`config.mk`:
```
export PLATFORM = sky130hd
export DESIGN_NAME = fundamental_finder
export DESIGN_NICKNAME = d
export VERILOG_FILES = /design/src/rtl/fundamental_finder.sv
export SDC_FILE = /design/constraint.sdc
export NUM_CORES = 1
export LEC_CHECK = 0
export CAP_MARGIN = 20
export CORE_ASPECT_RATIO = 0.8
export CORE_UTILIZATION = 34
export DETAILED_ROUTE_END_ITERATION = 16
export GPL_TIMING_DRIVEN = 0
export PLACE_DENSITY_LB_ADDON = 0.2
export SYNTH_ARGS = -nofsm -noshare
export SYNTH_HDL_FRONTEND = slang
export SYNTH_SLANG_ARGS = --single-unit
```
`constraint.sdc`:
```
create_clock -name i_clk -period 2.96 [get_ports i_clk]
set_input_delay 0.592 -clock i_clk [delete_from_list [all_inputs] [get_ports i_clk]]
set_output_delay 0.592 -clock i_clk [all_outputs]
set_load 0.02 [all_outputs]
```
`src/rtl/fundamental_finder.sv`:
```
// Fundamental pitch finder: scans one streamed FFT magnitude frame, tracks the
// loudest bin inside [MIN_BIN, MAX_BIN], and publishes it at frame end when it
// clears the loudness threshold. Silent or malformed frames leave the published
// index untouched so the downstream FCW never jumps.
module fundamental_finder #(
    parameter int unsigned FRAME_LEN = 1024,
    parameter int unsigned MAG_W     = 32,
    parameter int unsigned MIN_BIN   = 2,
    parameter int unsigned MAX_BIN   = 511
) (
    input  logic             i_clk,
    input  logic             i_rst,
    input  logic [MAG_W-1:0] i_mag_tdata,
    input  logic             i_mag_tvalid,
    input  logic             i_mag_tlast,
    output logic             o_mag_tready,
    input  logic [MAG_W-1:0] i_threshold,
    output logic [15:0]      o_fundamental_index,
    output logic             o_index_valid,
    output logic             o_signal_present,
    output logic             o_frame_error
);

    localparam int unsigned      BIN_W    = $clog2(FRAME_LEN);
    localparam logic [BIN_W-1:0] LAST_BIN = BIN_W'(FRAME_LEN - 1);
    localparam logic [BIN_W-1:0] LO_BIN   = BIN_W'(MIN_BIN);
    localparam logic [BIN_W-1:0] HI_BIN   = BIN_W'(MAX_BIN);

    typedef enum logic {StScan, StReport} state_e;

    state_e           r_state, w_state_d;
    logic [BIN_W-1:0] r_bin, w_bin_d;
    logic [MAG_W-1:0] r_peak_mag, w_peak_mag_d;
    logic [BIN_W-1:0] r_peak_bin, w_peak_bin_d;
    logic             r_good, w_good_d;
    logic [BIN_W-1:0] r_index, w_index_d;
    logic             r_index_valid, w_index_valid_d;
    logic             r_signal_present, w_signal_present_d;
    logic             r_frame_error, w_frame_error_d;
    logic             r_tready, w_tready_d;

    logic w_xfer;
    logic w_in_window;
    logic w_last_bin;

    assign w_xfer      = i_mag_tvalid && r_tready;
    assign w_in_window = (r_bin >= LO_BIN) && (r_bin <= HI_BIN);
    assign w_last_bin  = (r_bin == LAST_BIN);

    // Next-state logic: peak tracking while scanning, publish decision in the report cycle.
    always_comb begin
        w_state_d          = r_state;
        w_bin_d            = r_bin;
        w_peak_mag_d       = r_peak_mag;
        w_peak_bin_d       = r_peak_bin;
        w_good_d           = r_good;
        w_index_d          = r_index;
        w_index_valid_d    = 1'b0;
        w_signal_present_d = r_signal_present;
        w_frame_error_d    = 1'b0;
        w_tready_d         = r_tready;

        unique case (r_state)
            StScan: begin
                w_tready_d = 1'b1;
                if (w_xfer) begin
                    w_bin_d = r_bin + 1'b1;
                    // Strictly greater keeps the lower bin on ties.
                    if (w_in_window && (i_mag_tdata > r_peak_mag)) begin
                        w_peak_mag_d = i_mag_tdata;
                        w_peak_bin_d = r_bin;
                    end
                    if (i_mag_tlast || w_last_bin) begin
                        w_good_d   = i_mag_tlast && w_last_bin;
                        w_state_d  = StReport;
                        w_tready_d = 1'b0;
                    end
                end
            end
            StReport: begin
                if (r_good) begin
                    if (r_peak_mag >= i_threshold) begin
                        w_index_d          = r_peak_bin;
                        w_signal_present_d = 1'b1;
                        w_index_valid_d    = 1'b1;
                    end else begin
                        w_signal_present_d = 1'b0;
                    end
                end else begin
                    w_frame_error_d = 1'b1;
                end
                w_bin_d      = '0;
                w_peak_mag_d = '0;
                w_peak_bin_d = LO_BIN;
                w_tready_d   = 1'b1;
                w_state_d    = StScan;
            end
            default: begin
                w_state_d = StScan;
            end
        endcase
    end

    // State register; reset release is assumed already synchronised to i_clk upstream.
    always_ff @(posedge i_clk or negedge i_rst) begin
        if (!i_rst) begin
            r_state          <= StScan;
            r_bin            <= '0;
            r_peak_mag       <= '0;
            r_peak_bin       <= LO_BIN;
            r_good           <= 1'b0;
            r_index          <= '0;
            r_index_valid    <= 1'b0;
            r_signal_present <= 1'b0;
            r_frame_error    <= 1'b0;
            r_tready         <= 1'b0;
        end else begin
            r_state          <= w_state_d;
            r_bin            <= w_bin_d;
            r_peak_mag       <= w_peak_mag_d;
            r_peak_bin       <= w_peak_bin_d;
            r_good           <= w_good_d;
            r_index          <= w_index_d;
            r_index_valid    <= w_index_valid_d;
            r_signal_present <= w_signal_present_d;
            r_frame_error    <= w_frame_error_d;
            r_tready         <= w_tready_d;
        end
    end

    assign o_mag_tready        = r_tready;
    assign o_fundamental_index = 16'(r_index);
    assign o_index_valid       = r_index_valid;
    assign o_signal_present    = r_signal_present;
    assign o_frame_error       = r_frame_error;

endmodule

```
After elaboration in Yosys (flattened, before gate mapping)
Cells that the tools add are included.
{"block": "totals", "word_cells": 47, "register_bits": 68, "inputBits": 68, "output_inout_bits": 20}
{"block": "classes", "n_reduce_logical": 9, "n_eq_ne": 3, "n_mux": 19, "order_cmp": 4, "bitwise": 1, "addsub": 1}
{"cell": "$mux W32", "n": 2}
{"cell": "$pmux W32 S2", "n": 1}
{"cell": "$pmux W10 S2", "n": 2}
{"cell": "$ge A32 B32 Y1", "n": 1}
{"cell": "$gt A32 B32 Y1", "n": 1}
{"cell": "$mux W10", "n": 3}
{"cell": "$add A10 B1 Y10 const B", "n": 1}
{"cell": "$eq A10 B10 Y1 const B", "n": 1}
{"cell": "$ge A10 B2 Y1 const B", "n": 1}
{"cell": "$le A10 B9 Y1 const B", "n": 1}
{"cell": "$mux W1", "n": 9}
{"cell": "$reduce_and A3 Y1", "n": 2}
{"cell": "$logic_and A1 B1 Y1", "n": 4}
{"cell": "$ne A2 B2 Y1 const B", "n": 2}
{"cell": "$pmux W1 S2", "n": 2}
{"cell": "$reduce_and A2 Y1", "n": 2}
{"cell": "$logic_or A1 B1 Y1", "n": 1}
{"cell": "$not A1 Y1", "n": 1}

Depth between registers and ports, before layout
Gate-level depths: netlist of run 1.
{"block": "logic_depth", "depth_word": 6, "depth_mapped": 9, "ltp_nobuf": 8}

Least setup slack after synthesis of run 1
OpenSTA, ideal clock, no wires.
{"block": "synth_timing", "kind": "in2reg", "startpoint": "in i_threshold[25]", "endpoint": "reg r_index[1]", "n_path_buf": 1, "setup_time_ns": 0.125, "t_required_ns": 2.835, "arrival_time_ns": 2.368, "setup_slack_ns": 0.468, "stages": 9, "path_cell_list": "inv_1 > ha_1 > and4_1 > nor4b_2 > a221oi_1 > o22ai_1 > a21oi_1 > buf_4 > mux2_2"}
{"block": "synth_between", "elab_chain_len": 2}
{"element": "start: declaration", "line_no": "17", "source": "input logic [MAG_W-1:0] i_threshold,"}
{"element": "$ge A32 B32 Y1", "line_no": "82", "source": "if (r_peak_mag >= i_threshold) begin"}
{"element": "$reduce_and A3 Y1 (no line)"}
{"element": "end signal: assignment", "line_no": "123", "source": "r_index <= w_index_d;"}
{"element": "end: declaration", "line_no": "36", "source": "logic [BIN_W-1:0] r_index, w_index_d;"}
Every way passes these cells.
A chain may end at the register's enable or synchronous reset.

Worst setup path after layout of run 1
{"block": "layout_timing", "startpoint": "in i_threshold[14]", "endpoint": "reg r_index[4]"}
Same word-level chain as after synthesis.

==> metrics, run 1 <==
outcome=complete, no violations; H-tree levels=3; Starting Density=35.2%; startpoint type of the worst setup path=primary input; Ant. Diodes=0; post-DR vias/cell=4.73; GRT overflow=0; VDD IR max=0.323 mV; layout cell share with drive strength beyond 1=7.62%; dominant synthesized flop cell=dfrtp_1; pin count of the biggest net entering global routing=45; initial antenna violation count=0; max cap viols=0; RSZ-0062 raised after global routing=false; pre-CTS WS=-0.433 ns; Final period util=96.1%; fillers=1312; CTS Sinks=68; number of placement rows=38; crit path max fanout=10; CTS tree=done; r2r setup slk=0.45 ns; chip height=109 µm; vias=3706; Arrival @ worst endpoint=3.07 ns; Setup CP Type=in -> reg; Yosys cell types=47; DRC Markers=0; I/O Pins=88; Iter 0 DRT Violations=133; Hold Crit Class=in -> async; Final Worst Setup Slack=0.116 ns; number of warnings issued by yosys=0; register area share after synthesis=35.2%; vias in the first global route=3875; commonest non-fill, non-tap cell in the layout=nand2b_1; Register Area=1700 µm²; synthesized flop and latch total=68; routed len/inst=14.4 µm; Rel. slew slack=65.6%; synthesized cell area=4840 µm²; final WL=11300 µm; port bufs=81; max-slew violation count=0; cts hold-fix bufs=0; fmax=352 MHz; setup TNS=0 ns; Post-Place Cell Area=5920 µm²; DPL Wire Length=8740 µm; power density over the cells=695 nW/µm²; drt first pass iters=4; Layout Cell Area excl Fill=6250 µm²; most frequent cells in the layout=nand2b_1, clkdlybuf4s50_1, inv_1; Setup crit end kind=register; Post-synth EDFFs=0; CTS clk-pin slew, worst paths=0.06 ns; crit path time final=2.84 ns; clk_lat worst skew=0.34 ns; gp weighted congestion=0.816; Die Area=14700 µm²; Final Non-Filler Cells=784; endpoints failing setup=0; area of the multi-input gates=2790 µm²; Clock Path Buffers=2; Post-Place Cells=768; post-synthesis cell count=501; Final nets=733; Slew @ Worst Pin=0.510 ns; total track usage=16.3%; Fin. Hold Viols=0; R2R Path Start=r_peak_mag[14]; WP data required=3.18 ns; terminus of the critical flop-to-flop path=r_index[4]; Core Area=13700 µm²; Layout area overhead=29.2%; die extent in x=135 µm; Avg Cell Area, Syn=9.66 µm²; Antenna Nets Post-Route=0; clk root buf=clkbuf_16; Clock Skew=0.00937 ns; Worst Reg-to-Reg Cells=8; Leak=2.99 nW; async set-reset flop share out of synthesis=100%; number of buffers created by CTS=9; global-route wire length before repair=18400 µm
==> routing by layer <==
layer  vias to the layer above  GRT usage, %  routed length (µm)
li1                       1880             -                   -
met1                      1754          20.9                5620
met2                        60          27.4                5080
met3                        12          4.51                 490
met4                         0          3.85                 125
met5                         -             0                   0
==> synth_stat cells, drive strengths merged (3+ instances only) <==
library cell | count | area [µm²]
nor2 | 19 | 71.3
and3 | 6 | 37.5
inv | 68 | 255
nand2 | 16 | 60.1
clkbuf | 12 | 45.0
nand2b | 81 | 507
o21ai | 5 | 25.0
dfrtp | 67 | 1680
xnor2 | 4 | 35.0
buf | 11 | 97.6
nand3 | 8 | 40.0
ha | 66 | 826
mux2 | 10 | 113
mux2i | 41 | 410
nand4 | 15 | 93.8
a21o | 9 | 67.6
xor2 | 5 | 43.8
a21oi | 23 | 115
a211oi | 3 | 22.5
==> worst max path at each step <==
stage | cells past startpoint | startpoint | slack [ns] | end
6_report | 10 | i_threshold[14] | 0.12 | r_index[4]
5_1_grt | 10 | i_threshold[14] | 0.007 | r_index[4]
4_1_cts | 10 | i_threshold[26] | 0.03 | r_index[4]
3_5_place_dp | 10 | i_threshold[14] | -0.43 | r_index[4]
3_3_place_gp | 1 | i_rst | -1.24 | r_peak_mag[8]
2_1_floorplan | 9 | i_threshold[25] | 0.47 | r_index[1]
==> layout make-up <==
class / instances / share of cell area, %
sequential: 68 / 27.2
multi-input combinational: 347 / 44.6
inverter: 68 / 4.08
tap: 180 / 3.60
timing repair buffer: 82 / 13.4
buffer: 23 / 2.34
clock inverter: 4 / 0.800
clock buffer: 12 / 3.94
==> per-stage QoR <==
| step | power [mW] | hold WS [ns] | util [%] |
|---|---|---|---|
| 3_3_place_gp | 3.17 | 0.491 | 42.9 |
| 3_5_place_dp | 3.27 | 0.498 | 43.1 |
| 6_report | 4.35 | 0.188 | 45.5 |
| 2_1_floorplan | 2.72 | 0.296 | - |
| 4_1_cts | 4.37 | 0.189 | 45.3 |
| 5_1_grt | 4.72 | 0.199 | 45.5 |
==> registers in the layout (all words and copies together) (netlist names) <==
signal            cells
o_signal_present      1
o_frame_error         1
o_mag_tready          1
r_peak_bin           10
r_bin                10
o_index_valid         1
r_index              10
r_state               1
r_good                1
r_peak_mag           32
==> critical path, stage by stage <==
cell and delay, ns:
clkdlybuf4s50_1 0.46, inv_1 0.04, ha_1 0.32, a21o_1 0.19
a21oi_1 0.25, nand3_1 0.16, a211o_1 0.31, a21oi_4 0.20
buf_6 0.19, mux2_2 0.34
==> logic make-up after synthesis <==
group                    count (synthesis)  share of synthesized area [%]
adder cells (fa/ha/maj)                 66                           17.1
multiplexers                            51                           10.8
XOR/XNOR                                 9                           1.63
flip-flops                              68                           35.2
AO/OA/AOI/OAI                           56                           7.94
other                                    1                         0.0775
buffers and inverters                   91                           8.22
AND/OR/NAND/NOR                        159                           19.1
==> what timing repair did <==
item	4_1_cts	5_1_grt
pin swaps	0	3
endpoints found under the setup margin	8	9
cloned	0	0
gates resized for setup	1	6
setup buffers	0	0
hold endpoints to repair	0	0
==> power by group <==
part / leakage (nW) / switching, mW / internal [mW] / total [mW]
sequential: 0.899 / 0.250 / 1.19 / 1.44
combinational: 1.95 / 0.946 / 0.874 / 1.82
clock: 0.139 / 0.408 / 0.674 / 1.08
Note: power is estimated with default switching activity, not from simulation.
==> inputs of run 2 (changes only) <==
--- a/config.mk
+++ b/config.mk
@@ -14,3 +14,4 @@
 export SYNTH_ARGS = -nofsm -noshare
 export SYNTH_HDL_FRONTEND = slang
 export SYNTH_SLANG_ARGS = --single-unit
+export TNS_END_PERCENT = 5
==> results of run 2 <==
Final layout, timing and power as in run 1 (identical DEF).
==> inputs of run 3 (changes only) <==
--- a/config.mk
+++ b/config.mk
@@ -9,8 +9,9 @@
 export CORE_ASPECT_RATIO = 0.8
 export CORE_UTILIZATION = 34
 export DETAILED_ROUTE_END_ITERATION = 16
-export GPL_TIMING_DRIVEN = 0
+export GPL_TIMING_DRIVEN = 1
 export PLACE_DENSITY_LB_ADDON = 0.2
+export SETUP_SLACK_MARGIN = 0.2
 export SYNTH_ARGS = -nofsm -noshare
 export SYNTH_HDL_FRONTEND = slang
 export SYNTH_SLANG_ARGS = --single-unit
==> run 3 against run 2 <==
  * Power rose by 8.4%
  * Largest cell class unchanged
  * Via count is 2.9% higher
  * Die area did not move
  * Clock power increased by 7%
==> metrics, run 3 (synthesis gave the netlist of run 1 again) <==
most frequent cells in the layout=nand2b_1, clkdlybuf4s50_1, dfrtp_1; flip-flop count of the largest register after layout=32 (unchanged); Final Worst Setup Slack=0.225 ns (+0.109 ns); Ant. Diodes=0 (unchanged); endpoints failing setup=0 (unchanged); Antenna Nets Post-Route=0 (unchanged); CTS Sinks=68 (unchanged); Slowest-stage cell, CP=clkdlybuf4s50_1; Clock Path Buffers=2 (unchanged); Setup crit end kind=register; worst path cell trace=clkdlybuf4s50_1 -> inv_2 -> ha_4 -> nand4_1 -> nor4b_4 -> a21boi_2 -> nor4b_4 -> a21oi_4 -> buf_6 -> mux2_2; Iter 0 DRT Violations=137 (+3.0%); setup TNS=0 ns (unchanged); CTS tree=done; most flop-heavy register=r_peak_mag; vias=3812 (+2.9%); Starting Density=35.2% (unchanged); terminus of the critical flop-to-flop path=r_index[6]; number of placement rows=38 (unchanged); Tot Pwr=4.71 mW (+8.4%); power density over the cells=723 nW/µm² (+4.0%); Crit path buffers/inverters=3 (unchanged); clk root buf=clkbuf_16; final WL=11500 µm (+2.0%); Setup CP Type=in -> reg; VDD IR max=0.360 mV (+11%); stages on the worst setup path=10 (unchanged); Leak=3.12 nW (+4.3%); routed len/inst=14.6 µm (+1.2%); Fin. Hold Viols=0 (unchanged); Final nets=739 (+0.82%); fmax=366 MHz (+4.0%); Slew @ Worst Pin=0.755 ns (+0.244 ns); total track usage=16.1% (-0.29 points); I/O Pins=88 (unchanged); R2R Path Start=r_peak_mag[29]; Rel. slew slack=49.7% (-16 points); CTS clk-pin slew, worst paths=0.06 ns (about the same); max cap viols=0 (unchanged); startpoint type of the worst setup path=primary input; RSZ-0062 raised after global routing=true; post-route core utilization=47.4% (+1.9 points); global-route wire length before repair=18200 µm (-1.5%); H-tree levels=3 (unchanged); WP data required=3.18 ns (about the same); vias in the first global route=3760 (-3.0%); port bufs=81 (unchanged); CP max stage delay=0.47 ns (about the same); die extent in x=135 µm (unchanged); drt first pass iters=6 (+2); Core Area=13700 µm² (unchanged); cts hold-fix bufs=0 (unchanged); layout cell share with drive strength beyond 1=12.8% (+5.2 points); Die Area=14700 µm² (unchanged); r2r setup slk=0.52 ns (+0.07 ns); chip height=109 µm (unchanged); gp weighted congestion=0.798 (-2.2%); GRT overflow=0 (unchanged); clk_lat worst skew=0.33 ns (about the same); Arrival @ worst endpoint=2.95 ns (-0.12 ns); Worst Reg-to-Reg Cells=8 (unchanged); max-slew violation count=0 (unchanged); crit path time final=2.74 ns (-0.109 ns); CP top delay family=simple AND/OR/NAND/NOR gates; Most Frequent Cell on Critical Path=nor4b_4; DPL Wire Length=8220 µm (-6.0%); crit path max fanout=6 (-4); post-DR vias/cell=4.83 (+2.1%); Layout area overhead=34.6%; commonest non-fill, non-tap cell in the layout=nand2b_1; DRC Markers=0 (unchanged); pin count of the biggest net entering global routing=96 (+110%); pre-CTS WS=-0.276 ns (+0.157 ns); number of buffers created by CTS=9 (unchanged); Hold Crit Class=in -> async; Clock Skew=0.00465 ns (-0.00472 ns); Final period util=92.4% (-3.7 points); outcome=complete, no violations; initial antenna violation count=0 (unchanged)
-- run 3: how the worst max path moves through the flow --
stage                    startpoint            end  slack (ns)
CTS                 i_mag_tdata[15]  r_peak_bin[5]        0.18
finish              i_threshold[29]     r_index[6]        0.22
global route        i_threshold[29]     r_index[1]        0.13
floorplan           i_threshold[25]     r_index[1]        0.47
global placement    i_threshold[21]     r_index[7]       -0.28
detailed placement  i_threshold[25]     r_index[6]       -0.28
-- run 3: report_power, final --
group	switching [mW]	internal [mW]
registers	0.272	1.19
logic	0.999	1.08
clock network	0.405	0.760
total	1.68	3.03
-- run 3: per-layer routing --
layer | track usage, % | share of wire (%) | up-vias
li1 | - | - | 1889
met4 | 4.90 | 1.2 | 0
met2 | 26.4 | 47 | 56
met1 | 20.9 | 48 | 1854
met3 | 3.77 | 4.1 | 13
met5 | 0 | 0 | -
-- run 3: layout make-up --
| type | count | area [µm²] |
|---|---|---|
| Tap cell | 180 | 225 |
| Sequential cell | 68 | 1700 |
| Multi-Input combinational cell | 347 | 2880 |
| Fill cell | 1297 | 7230 |
| Clock inverter | 4 | 72.6 |
| Timing Repair Buffer | 111 | 1130 |
| Clock buffer | 12 | 246 |
| Inverter | 68 | 255 |
-- run 3: what timing repair did --
item	in CTS	in global routing
gates resized for setup	6	21
pin swaps	0	8
endpoints found under the hold margin	0	0
gates cloned	0	3
buffers inserted	0	1
endpoints found under the setup margin	14	52
-- run 3: per-stage QoR --
stage               instance area, µm²  hold slack, ns  std cells
global route                      6520          0.0692        790
finish                            6520          0.0696        790
floorplan                         4860           0.296        506
global placement                  5980           0.425        770
CTS                               6330          0.0625        786
detailed placement                5980           0.426        770
